--- config.mk ---
export PLATFORM = sky130hd
export DESIGN_NAME = uart_rx
export DESIGN_NICKNAME = d
export VERILOG_FILES = /design/src/rtl/uart_rx.sv
export SDC_FILE = /design/constraint.sdc
export NUM_CORES = 1
export LEC_CHECK = 0
export CORE_UTILIZATION = 28
export DETAILED_ROUTE_END_ITERATION = 10
export SLEW_MARGIN = 15
export SYNTH_ARGS = -nofsm -noshare
export SYNTH_HDL_FRONTEND = slang
export SYNTH_SLANG_ARGS = --single-unit
export TNS_END_PERCENT = 50
--- constraint.sdc ---
create_clock -name clk -period 2.5 [get_ports clk]
set_input_delay 0.25 -clock clk [delete_from_list [all_inputs] [get_ports clk]]
set_output_delay 0.25 -clock clk [all_outputs]
set_load 0.02 [all_outputs]
--- src/rtl/uart_rx.sv ---
// uart_rx: 16x-oversampling serial receiver (8N1) feeding an 8-entry FIFO with sticky error flags.
// Build option: define UART_RX_PARITY_EN for 8E1 framing with live parity checking.
module uart_rx #(
  parameter int CLK_HZ = 50000000,
  parameter int BAUD   = 115200
) (
  input  logic       clk,
  input  logic       reset,
  input  logic       sin,
  input  logic       rd_req,
  input  logic       clr_err,
  output logic [7:0] rx_data,
  output logic       data_ready,
  output logic       frame_err,
  output logic       parity_err,
  output logic       overrun
);

  // state    | meaning
  // S_IDLE   | line idle, waiting for s=0
  // S_START  | validating start bit at its mid-point
  // S_DATA   | shifting in 8 data bits, LSB first
  // S_PARITY | checking even parity bit (UART_RX_PARITY_EN only)
  // S_STOP   | sampling stop bit, pushing byte on success
  // S_BREAK  | line held low after framing error, waiting for s=1
  localparam logic [2:0] S_IDLE   = 3'd0;
  localparam logic [2:0] S_START  = 3'd1;
  localparam logic [2:0] S_DATA   = 3'd2;
  localparam logic [2:0] S_STOP   = 3'd3;
  localparam logic [2:0] S_BREAK  = 3'd4;
`ifdef UART_RX_PARITY_EN
  localparam logic [2:0] S_PARITY = 3'd5;
`endif

  localparam int DIV_RAW = CLK_HZ / (16 * BAUD);
  localparam int DIV     = (DIV_RAW < 1) ? 1 : DIV_RAW;
  localparam int DW      = (DIV > 1) ? $clog2(DIV) : 1;
  localparam logic [DW-1:0] DIV_LOAD = DW'(DIV - 1);

  logic          s_meta;
  logic          s;
  logic [DW-1:0] div_cnt;
  logic          tick;
  logic [3:0]    tick_cnt;
  logic [2:0]    bit_cnt;
  logic [7:0]    shift;
  logic          discard;
  logic [2:0]    state;
  logic [2:0]    state_nxt;
  logic          start_det;
  logic          sample;
  logic          push;
  logic          set_fe;

  logic [7:0]    mem [8];
  logic [2:0]    wr_ptr;
  logic [2:0]    rd_ptr;
  logic [3:0]    count;
  logic          pop;
  logic          full;
  logic          wr_en;
  logic          drop;

  always_ff @(posedge clk or negedge reset) begin
    if (!reset) begin
      s_meta <= 1'b1;
      s      <= 1'b1;
    end else begin
      s_meta <= sin;
      s      <= s_meta;
    end
  end

  assign start_det = (state == S_IDLE) && !s;

  // Down-counter; reloading on the start edge phase-aligns all ticks to it.
  always_ff @(posedge clk or negedge reset) begin
    if (!reset) begin
      div_cnt <= DIV_LOAD;
    end else if (start_det || (div_cnt == '0)) begin
      div_cnt <= DIV_LOAD;
    end else begin
      div_cnt <= div_cnt - 1'b1;
    end
  end

  assign tick   = (div_cnt == '0);
  assign sample = tick && (tick_cnt == 4'd7);

  always_comb begin
    state_nxt = state;
    push      = 1'b0;
    set_fe    = 1'b0;
    case (state)
      S_IDLE: begin
        if (!s) state_nxt = S_START;
      end
      S_START: begin
        if (sample) state_nxt = s ? S_IDLE : S_DATA;
      end
      S_DATA: begin
        if (sample && (bit_cnt == 3'd7)) begin
`ifdef UART_RX_PARITY_EN
          state_nxt = S_PARITY;
`else
          state_nxt = S_STOP;
`endif
        end
      end
`ifdef UART_RX_PARITY_EN
      S_PARITY: begin
        if (sample) state_nxt = S_STOP;
      end
`endif
      S_STOP: begin
        if (sample) begin
          if (s) begin
            push      = !discard;
            state_nxt = S_IDLE;
          end else begin
            set_fe    = 1'b1;
            state_nxt = S_BREAK;
          end
        end
      end
      S_BREAK: begin
        if (s) state_nxt = S_IDLE;
      end
      default: state_nxt = S_IDLE;
    endcase
  end

  always_ff @(posedge clk or negedge reset) begin
    if (!reset) begin
      state    <= S_IDLE;
      tick_cnt <= 4'd0;
      bit_cnt  <= 3'd0;
      shift    <= 8'h00;
    end else begin
      state <= state_nxt;
      if (start_det) begin
        tick_cnt <= 4'd0;
        bit_cnt  <= 3'd0;
      end else if (tick) begin
        tick_cnt <= tick_cnt + 4'd1;
      end
      if ((state == S_DATA) && sample) begin
        shift   <= {s, shift[7:1]};
        bit_cnt <= bit_cnt + 3'd1;
      end
    end
  end

`ifdef UART_RX_PARITY_EN
  logic set_pe;

  // Even parity: the parity bit equals the XOR of the data bits.
  assign set_pe = (state == S_PARITY) && sample && ((^shift) != s);

  always_ff @(posedge clk or negedge reset) begin
    if (!reset) begin
      discard <= 1'b0;
    end else if (start_det) begin
      discard <= 1'b0;
    end else if (set_pe) begin
      discard <= 1'b1;
    end
  end

  always_ff @(posedge clk or negedge reset) begin
    if (!reset) begin
      parity_err <= 1'b0;
    end else begin
      parity_err <= set_pe | (parity_err & ~clr_err);
    end
  end
`else
  assign discard    = 1'b0;
  assign parity_err = 1'b0;
`endif

  assign pop   = rd_req && (count != 4'd0);
  assign full  = (count == 4'd8);
  // When full, a simultaneous pop frees the head slot, which is exactly where wr_ptr points.
  assign wr_en = push && (!full || pop);
  assign drop  = push && full && !pop;

  always_ff @(posedge clk or negedge reset) begin
    if (!reset) begin
      for (int i = 0; i < 8; i++) mem[i] <= 8'h00;
      wr_ptr <= 3'd0;
      rd_ptr <= 3'd0;
      count  <= 4'd0;
    end else begin
      if (wr_en) begin
        mem[wr_ptr] <= shift;
        wr_ptr      <= wr_ptr + 3'd1;
      end
      if (pop) rd_ptr <= rd_ptr + 3'd1;
      case ({wr_en, pop})
        2'b10:   count <= count + 4'd1;
        2'b01:   count <= count - 4'd1;
        default: count <= count;
      endcase
    end
  end

  assign rx_data    = mem[rd_ptr];
  assign data_ready = (count != 4'd0);

  always_ff @(posedge clk or negedge reset) begin
    if (!reset) begin
      frame_err <= 1'b0;
      overrun   <= 1'b0;
    end else begin
      frame_err <= set_fe | (frame_err & ~clr_err);
      overrun   <= drop | (overrun & ~clr_err);
    end
  end

endmodule

==> impl_metrics.yaml, run 1 <==
clock_tree:
  cts_setup_buffers: 0
  clk_pin_slew_ns: 0.06
  clock_sinks: 101
  cts_root_buf: "clkbuf_16"
  tritoncts: "yes"
  numCtsBuffers: 9
  clk_latency_ns: 0.34
  htree_num_levels: 3
  cts_buffer_depth: 2
floorplan:
  io_pins: 17
  fp.coreArea_sq_um: 16800
  start_util_pct: 29.1
  fp.dieH_um: 134
  dieWidth_um: 134
  dieArea_sq_um: 18000
  placementRows: 47
synthesis:
  synth-edff-count: 0
  async_flop_share_pct: 100
  synth_top_area_cell: "dfrtp_1"
  ys_top_cells_by_area: "dfrtp_1, mux2_2, mux2_4"
  netlist_instances: 333
  synth.most_common_cell: "dfrtp_1"
  synth.avg_cell_area_sq_um: 14.7
  yosys.area.top_type_share_pct: 49.1
  ys_ff_latch: 101
  yosys_most_used_dff: "dfrtp_1"
  synth_commonest_cells: "dfrtp_1, mux2_2, mux2_4"
  yosysUniqueCellTypes: 43
  synth_nets: 348
  yosys_warnings: 0
  synthesis.area_sq_um: 4890
  synth.yosys.seq_area_share_pct: 51.8
global_routing:
  grt_pass1_vias: 2932
  overflow: 0
  grt_max_degree: 47
  grt_first_pass_wirelength_um: 15600
  grt_use_total_pct: 11.5
  antenna_found_initial: 0
timing:
  period_needed_ns: 2.36
  rsz0062_at_grt: "no"
  finalHoldViolCount: 0
  worst_pin_slew_ns: 0.582
  fin_worst_skew_ns: 0.00663
  relSlewSlack_pct: 61.2
  period_share_pct: 94.4
  finalSetupViolations: 0
  slew_viol_final: 0
  timing.fmax_ghz: 0.424
  fin_setup_tns_ns: 0
final_layout:
  finalNetCount: 372
  drive_gt1_share_pct: 42.5
  utilization_pct: 34.0
  area_growth_syn_to_layout_pct: 16.9
  n_antenna_cell: 0
pwr:
  power_density_nw_per_um2: 678
  leakagePower_uw: 0.00269
  ir_drop_mv: 0.384
  fin_total_pwr_uw: 3870
place:
  gp_congestion: 0.691
  numPortBuffers: 15
  hpwl_um: 5920
setup_path:
  r2r-end: "count[2]"
  worstPathArrival_ns: 2.58
  r2r_slack_ns: 0.14
  worstSetupPathType: "flip-flop to flip-flop"
  startpoint: "state[2]"
  start_kind: "flip-flop"
  cp.required_ns: 2.72
  critPathCaptureType: "flip-flop"
  critPathMaxFanout: 6
  critPathCapture: "count[2]"
  timing.rr.start: "state[2]"
  reg2reg_depth: 11
detailed_routing:
  dr.pass1.iters: 4
  vias: 2664
  vias_per_cell: 4.58
  wire_per_inst_um: 15.7
  routed_wl_um: 9140
  drc: 0
  final_antenna_net_count: 0
  first_iter_violations: 124
min_path:
  hold_start: "sin"
  hold_class: "input pin to flip-flop"
job:
  cap_viol_max_count: 0
status:
  status: "finished, final reports clean"
-- critical path, cell delays in order (launching register included) --
cell,delay [ns]
dfrtp_1,0.43
nand3b_1,0.22
a311o_1,0.37
nor2_2,0.11
inv_1,0.06
ha_1,0.20
xor2_1,0.15
ha_1,0.20
a21oi_1,0.15
xor2_1,0.15
nor2_1,0.06
xor2_1,0.13
-- metal layers --
metal | routed length, um | global-route usage, % | vias up
met5 | 0 | 0 | -
met4 | 139 | 4.06 | 0
met3 | 221 | 2.95 | 9
met2 | 4420 | 18.2 | 26
met1 | 4360 | 15.2 | 1389
li1 | - | - | 1240
-- cells by family (layout without fill, tap and decap cells) --
logic type                 count (synthesis)  count (layout)  share of synthesized area (%)
muxes                                    101             101                           29.4
DFF                                      101             101                           51.8
and+or+nand+nor                           58              58                           8.34
buffers and inverters                     33              62                           3.43
AOI/OAI and AO/OA                         15              15                           1.89
xor gates and xnor gates                  14              14                           2.51
adders and majority gates                 10              10                           2.56
other                                      1               1                         0.0767
-- report_power, final --
group	switching [uW]	internal, uW	total [uW]
Clock	580	856	1440
Combinational	299	319	618
Sequential	118	1700	1820
-- metrics by stage --
stage / instances / instance area, sq um / setup WS (ns) / hold slack [ns]
final: 582 / 5710 / 0.140 / 0.311
after CTS: 582 / 5690 / 0.119 / 0.296
after floorplan: 333 / 4890 / 0.0415 / -0.0456
after detailed placement: 565 / 5380 / 0.0309 / 0.235
after global routing: 582 / 5710 / 0.00316 / 0.295
after global placement: 565 / 5380 / 0.0716 / 0.226
-- sequential cells by signal (all words and copies together) (netlist names) --
signal / flops
shift: 8
mem: 64
s: 1
div_cnt: 5
frame_err: 1
tick_cnt: 4
count: 4
s_meta: 1
rd_ptr: 3
state: 3
wr_ptr: 3
overrun: 1
bit_cnt: 3
-- how the worst min path moves through the flow --
stage | endpoint | slack (ns) | cells past startpoint
after floorplan | bit_cnt[0] | -0.05 | 0
after global placement | overrun | 0.23 | 1
after detailed placement | state[2] | 0.24 | 1
after CTS | s_meta | 0.30 | 1
after global routing | s_meta | 0.29 | 1
final | s_meta | 0.31 | 1
-- layout by cell type (no fill, tap or decap), types with 2 or more instances in the layout --
| cell type | instances |
|---|---|
| or4_4 | 4 |
| mux2_4 | 32 |
| nand2_1 | 8 |
| clkbuf_16 | 9 |
| xor2_1 | 6 |
| nor2b_1 | 2 |
| dfstp_2 | 5 |
| nor3_1 | 3 |
| mux2_2 | 51 |
| a21oi_1 | 3 |
| nand3_1 | 4 |
| nor2_1 | 11 |
| inv_1 | 11 |
| nand2b_1 | 3 |
| clkbuf_8 | 3 |
| mux4_2 | 16 |
| mux2i_1 | 2 |
| ha_1 | 9 |
| nand3b_1 | 2 |
| a311oi_1 | 2 |
| buf_12 | 4 |
| xnor2_1 | 8 |
| nor4_4 | 4 |
| clkdlybuf4s50_1 | 6 |
| o21ai_0 | 6 |
| nand4_1 | 4 |
| buf_4 | 16 |
| dlygate4sd2_1 | 8 |
| dfrtp_1 | 96 |
| o22ai_1 | 2 |
-- layout make-up --
cell class,instances,area [sq um]
Timing Repair Buffer,35,340
Sequential cell,101,2530
Clock buffer,13,270
Inverter,11,41.3
Clock inverter,3,42.5
Multi-Input combinational cell,199,2210
Fill cell,1695,11100
Tap cell,220,275
-- timing repair --
action | in CTS | in global routing
cloned | 0 | 0
hold buffers | 1 | 0
pin swaps | 0 | 0
endpoints found under the setup margin | 8 | 2
resized for setup | 8 | 4
hold endpoints to repair | 27 | 0
No activity file was read; power rests on OpenSTA's default activity.
==> run 2, diff against run 1 <==
CORE_ASPECT_RATIO = 0.9   (was default)
TNS_END_PERCENT = default   (was 50)
==> run 2 against run 1 <==
  * Combinational power rose by 19%
  * Largest cell class unchanged
  * Via count rose by 3.0%
  * Non-clock buffer count rose by 7
  * Critical path depth fell by 6
  * Maximum frequency fell by 0.70%
  * First-iteration DRC count fell by 2.4%
  * Utilization rose by 0.49 points
  * Die area barely moved
  * Clock power barely moved
  * Cell count rose by 3.8%
  * Sequential power barely moved
==> impl_metrics.yaml, run 2 (synthesized netlist as in run 1, its figures left out) <==
status:
  status: "finished, final reports clean"
timing:
  finalSetupViolations: 0
  period_needed_ns: 2.38
  slew_viol_final: 0
  fin_worst_skew_ns: 0.00863
  hold_ws_ns: 0.311
  relSlewSlack_pct: 60.7
  period_share_pct: 95.0
  timing.fmax_ghz: 0.421
  finalHoldViolCount: 0
  worst_pin_slew_ns: 0.589
global_routing:
  grt_first_pass_wirelength_um: 16100
  overflow: 0
  antenna_found_initial: 0
  grt_use_total_pct: 11.7
  grt_max_degree: 44
  grt_pass1_vias: 2956
setup_path:
  crit_path_top_delay_cell: "mux4_2"
  critical-path-max-stage-delay_ns: 0.50
  start_kind: "flip-flop"
  r2r-end: "mem[21]"
  cp.required_ns: 2.25
  r2r_slack_ns: 0.16
  timing.rr.start: "tick_cnt[0]"
  critPathMaxFanout: 5
  critical_path.top_delay_family: "multiplexers"
  worstPathArrival_ns: 2.13
  crit_buf_inv: 3
  worstSetupPathType: "flip-flop to output port"
  cp_cell_sequence: "buf_12 -> buf_6 -> mux4_2 -> mux2_2 -> dlygate4sd2_1"
  reg2reg_depth: 6
  critPathCaptureType: "output port"
final_layout:
  fillCellCount: 1665
  area_growth_syn_to_layout_pct: 19.5
  largest_registers: "mem: 64 flops, shift: 8 flops, div_cnt: 5 flops"
  final_common_cell: "dfrtp_1"
  utilization_pct: 34.5
  finalNetCount: 379
  multi_input_area_sq_um: 2250
  n_antenna_cell: 0
  largest_reg_flops: 64
  top_register: "mem"
  finish.instance_area_sq_um: 5840
  layout.area.seq_sq_um: 2530
  drive_gt1_share_pct: 45.3
  final_cell_mix: "dfrtp_1, mux2_2, mux2_4"
min_path:
  hold_start: "sin"
  holdPathStages: 1
  hold_class: "input pin to flip-flop"
  min_to: "s_meta"
detailed_routing:
  routed_wl_um: 9620
  wire_per_inst_um: 15.9
  vias_per_cell: 4.54
  dr.pass1.iters: 4
  first_iter_violations: 121
  drc: 0
  final_antenna_net_count: 0
  vias: 2744
job:
  cap_viol_max_count: 0
clock_tree:
  htree_num_levels: 3
  numCtsBuffers: 9
  cts_root_buf: "clkbuf_16"
  clk_pin_slew_ns: 0.07
  cts_buffer_depth: 2
  tritoncts: "yes"
  clock_sinks: 101
  clk_latency_ns: 0.34
place:
  gp_congestion: 0.720
  hpwl_um: 6130
  numPortBuffers: 15
  placed_area_sq_um: 5390
floorplan:
  fp.dieH_um: 127
  dieWidth_um: 141
  placementRows: 45
  start_util_pct: 28.8
  fp.coreArea_sq_um: 16900
  dieArea_sq_um: 18000
  io_pins: 17
pwr:
  power_density_nw_per_um2: 688
  ir_drop_mv: 0.460
  leakagePower_uw: 0.00274
  fin_total_pwr_uw: 4020
run 2: worst max-delay path by stage:
stage / startpoint / end / slack, ns / depth (start not counted)
floorplan: div_cnt[0] / count[2] / 0.04 / 14
global placement: rd_req / count[2] / 0.08 / 12
detailed placement: rd_req / count[3] / -0.07 / 11
CTS: rd_ptr[0] / rx_data[7] / 0.008 / 5
global route: tick_cnt[0] / count[2] / -0.03 / 12
finish: rd_ptr[0] / rx_data[2] / 0.12 / 5
run 2: worst register-to-register path, delay by kind of cell (launching register included):
kind	cells	cell delay, ns
compound gates	1	0.38
flops	1	0.42
fa+ha+maj	1	0.16
buf+inv	1	0.21
simple gates	2	0.71
mux	1	0.34
run 2: cell type report:
cell class,count,share of cell area [%]
multi-input combinational,199,38.5
clock buffer,12,4.56
tap,235,5.03
timing repair buffer,42,7.01
sequential,101,43.4
inverter,11,0.707
clock inverter,4,0.771
run 2: through the flow:
step	setup WS, ns	setup TNS [ns]	cells
after CTS	0.00757	0	600
after global routing	-0.0300	-0.0371	604
after detailed placement	-0.0721	-0.0721	581
after global placement	0.0823	0	581
final	0.124	0	604
after floorplan	0.0415	0	333
run 2: power by group:
group          internal [uW]  total [uW]  switching, uW
logic                    417         734            317
registers               1700        1830            131
clock network            853        1450            600
run 2: timing repair:
item,4_1_cts,5_1_grt
pin swaps,0,5
hold buffers,1,0
endpoints found under the hold margin,36,0
buffers inserted,2,4
resized for setup,10,11
endpoints found under the setup margin,8,5
run 2: per-layer routing:
metal  up-vias  track usage [%]  part of all wire (%)
li1       1262                -                     -
met3         8             3.07                   2.8
met1      1441             16.3                    48
met4         0             3.07                  0.82
met2        33             18.2                    48
met5         -                0                     0
==> run 3, diff against run 2 <==
CORE_MARGIN = 4   (was default)
PLACE_DENSITY = 0.53   (was default)
clock period = 2.8 ns   (was 2.5 ns; I/O delays follow)
==> run 3 against run 2 <==
  * Wire length shrank 0.86%
  * Sequential cell count unchanged
  * Sequential power decreased by 12%
  * Clock skew is 0.0019 ns lower
  * Hold slack better by 0.035 ns
==> impl_metrics.yaml, run 3 (synthesized netlist as in run 1, its figures left out) <==
status:
  status: "finished, final reports clean"
pwr:
  clockPowerShare_pct: 35.3
  switchingPower_uw: 887
  power.internal_uw: 2420
  p_sw_share_pct: 26.9
  leakagePower_uw: 0.00260
  p_comb_share_pct: 15.9
  ir_drop_mv: 0.284
  seqPwrFrac_pct: 48.9
  power_density_nw_per_um2: 588
setup_path:
  r2r_slack_ns: 0.33
  critPathCapture: "rx_data[3]"
  cp.required_ns: 2.52
  worstSetupPathType: "flip-flop to output port"
  start_kind: "flip-flop"
  startpoint: "rd_ptr[0]"
  r2r-end: "count[2]"
  reg2reg_depth: 13
  timing.rr.start: "div_cnt[0]"
  worstPathArrival_ns: 2.28
  critPathMaxFanout: 18
  critPathCaptureType: "output port"
timing:
  timing.fmax_ghz: 0.390
  finalSetupViolations: 0
  slew_viol_final: 0
  rsz0062_at_grt: "no"
  finalHoldViolCount: 0
  relSlewSlack_pct: 54.6
  worst_pin_slew_ns: 0.682
  fin_worst_skew_ns: 0.00672
  period_needed_ns: 2.56
  period_share_pct: 91.6
  fin_setup_tns_ns: 0
place:
  hpwl_um: 6030
  dp.cells: 574
  gp_congestion: 0.709
  placed_area_sq_um: 5330
  numPortBuffers: 15
global_routing:
  overflow: 0
  grt_pass1_vias: 2875
  antenna_found_initial: 0
  grt_max_degree: 52
  grt_use_total_pct: 10.4
  grt_first_pass_wirelength_um: 16000
detailed_routing:
  vias: 2615
  final_antenna_net_count: 0
  wire_per_inst_um: 16.2
  dr.pass1.iters: 4
  vias_per_cell: 4.43
  drc: 0
  routed_wl_um: 9530
  first_iter_violations: 130
min_path:
  hold_class: "input pin to flip-flop"
final_layout:
  area_growth_syn_to_layout_pct: 14.8
  largest_reg_flops: 64
  final_cell_mix: "dfrtp_1, mux2_2, mux2_4"
  n_antenna_cell: 0
  final_common_cell: "dfrtp_1"
  finish.instance_area_sq_um: 5610
  drive_gt1_share_pct: 40.8
  top_register: "mem"
  finalNetCount: 366
  largest_registers: "mem: 64 flops, shift: 8 flops, div_cnt: 5 flops"
  stdcell_count: 590
clock_tree:
  cts_setup_buffers: 0
  clock_sinks: 101
  clk_latency_ns: 0.34
  cts_buffer_depth: 2
  clk_pin_slew_ns: 0.06
  numCtsBuffers: 9
  tritoncts: "yes"
  htree_num_levels: 3
  cts_root_buf: "clkbuf_16"
floorplan:
  start_util_pct: 28.7
  dieWidth_um: 147
  io_pins: 17
  fp.dieH_um: 133
  dieArea_sq_um: 19600
  placementRows: 45
  fp.coreArea_sq_um: 17000
job:
  cap_viol_max_count: 0
==> run 3: cell count changes in the layout (fill, tap and decap cells not counted), sizes merged <==
cell	change
clkdlybuf4s50	+8
buf	-13
clkinv	+1
bufinv	-1
clkbuf	-1
dlygate4sd2	-8
==> run 3: layer usage <==
metal | share of wire (%) | track usage (%) | vias to the layer above
li1 | - | - | 1225
met1 | 51 | 15.4 | 1351
met2 | 44 | 15.1 | 29
met3 | 3.0 | 2.69 | 10
met4 | 1.1 | 2.80 | 0
met5 | 0 | 0 | -
==> run 3: worst max-delay path, stage by stage, from the launching register on <==
cell,delay [ns]
dfrtp_1,0.37
buf_12,0.21
mux4_2,0.54
mux2_2,0.29
clkdlybuf4s50_1,0.54
==> run 3: timing repair <==
action,4_1_cts,5_1_grt
hold endpoints to repair,10,0
hold buffers,1,0
resized for setup,0,0
==> run 3: stage by stage <==
step	total power (uW)	hold WS (ns)	setup WS, ns	utilization [%]
final	3300	0.346	0.235	33.0
after global routing	3490	0.328	0.117	33.0
after CTS	3380	0.329	0.194	33.0
after detailed placement	2180	0.348	0.174	31.3
after global placement	2170	0.347	0.238	31.3
after floorplan	1980	-0.0156	0.291	-
==> run 3: power by group through the flow <==
stage	clock network, uW	registers [uW]	logic (uW)
final	1160	1610	525
after CTS	1220	1610	545
after detailed placement	0	1640	544
after global placement	0	1640	530
after global routing	1270	1630	594
after floorplan	0	1590	387
==> run 3: worst min-delay path by stage <==
stage | end | depth (start not counted) | start
after floorplan | bit_cnt[0] | 0 | reset
after global routing | s_meta | 1 | sin
after global placement | mem[20] | 1 | reset
final | s_meta | 1 | sin
after CTS | s_meta | 1 | sin
after detailed placement | s | 0 | s_meta
==> run 3: cell type report <==
cell class | count | area, sq um
multi-input cells | 199 | 2190
clock inverters | 4 | 23.8
clock buffers | 11 | 253
flip-flops and latches | 101 | 2530
well taps | 235 | 294
repair buffers | 29 | 280
fillers | 1728 | 11400
inverters | 11 | 41.3
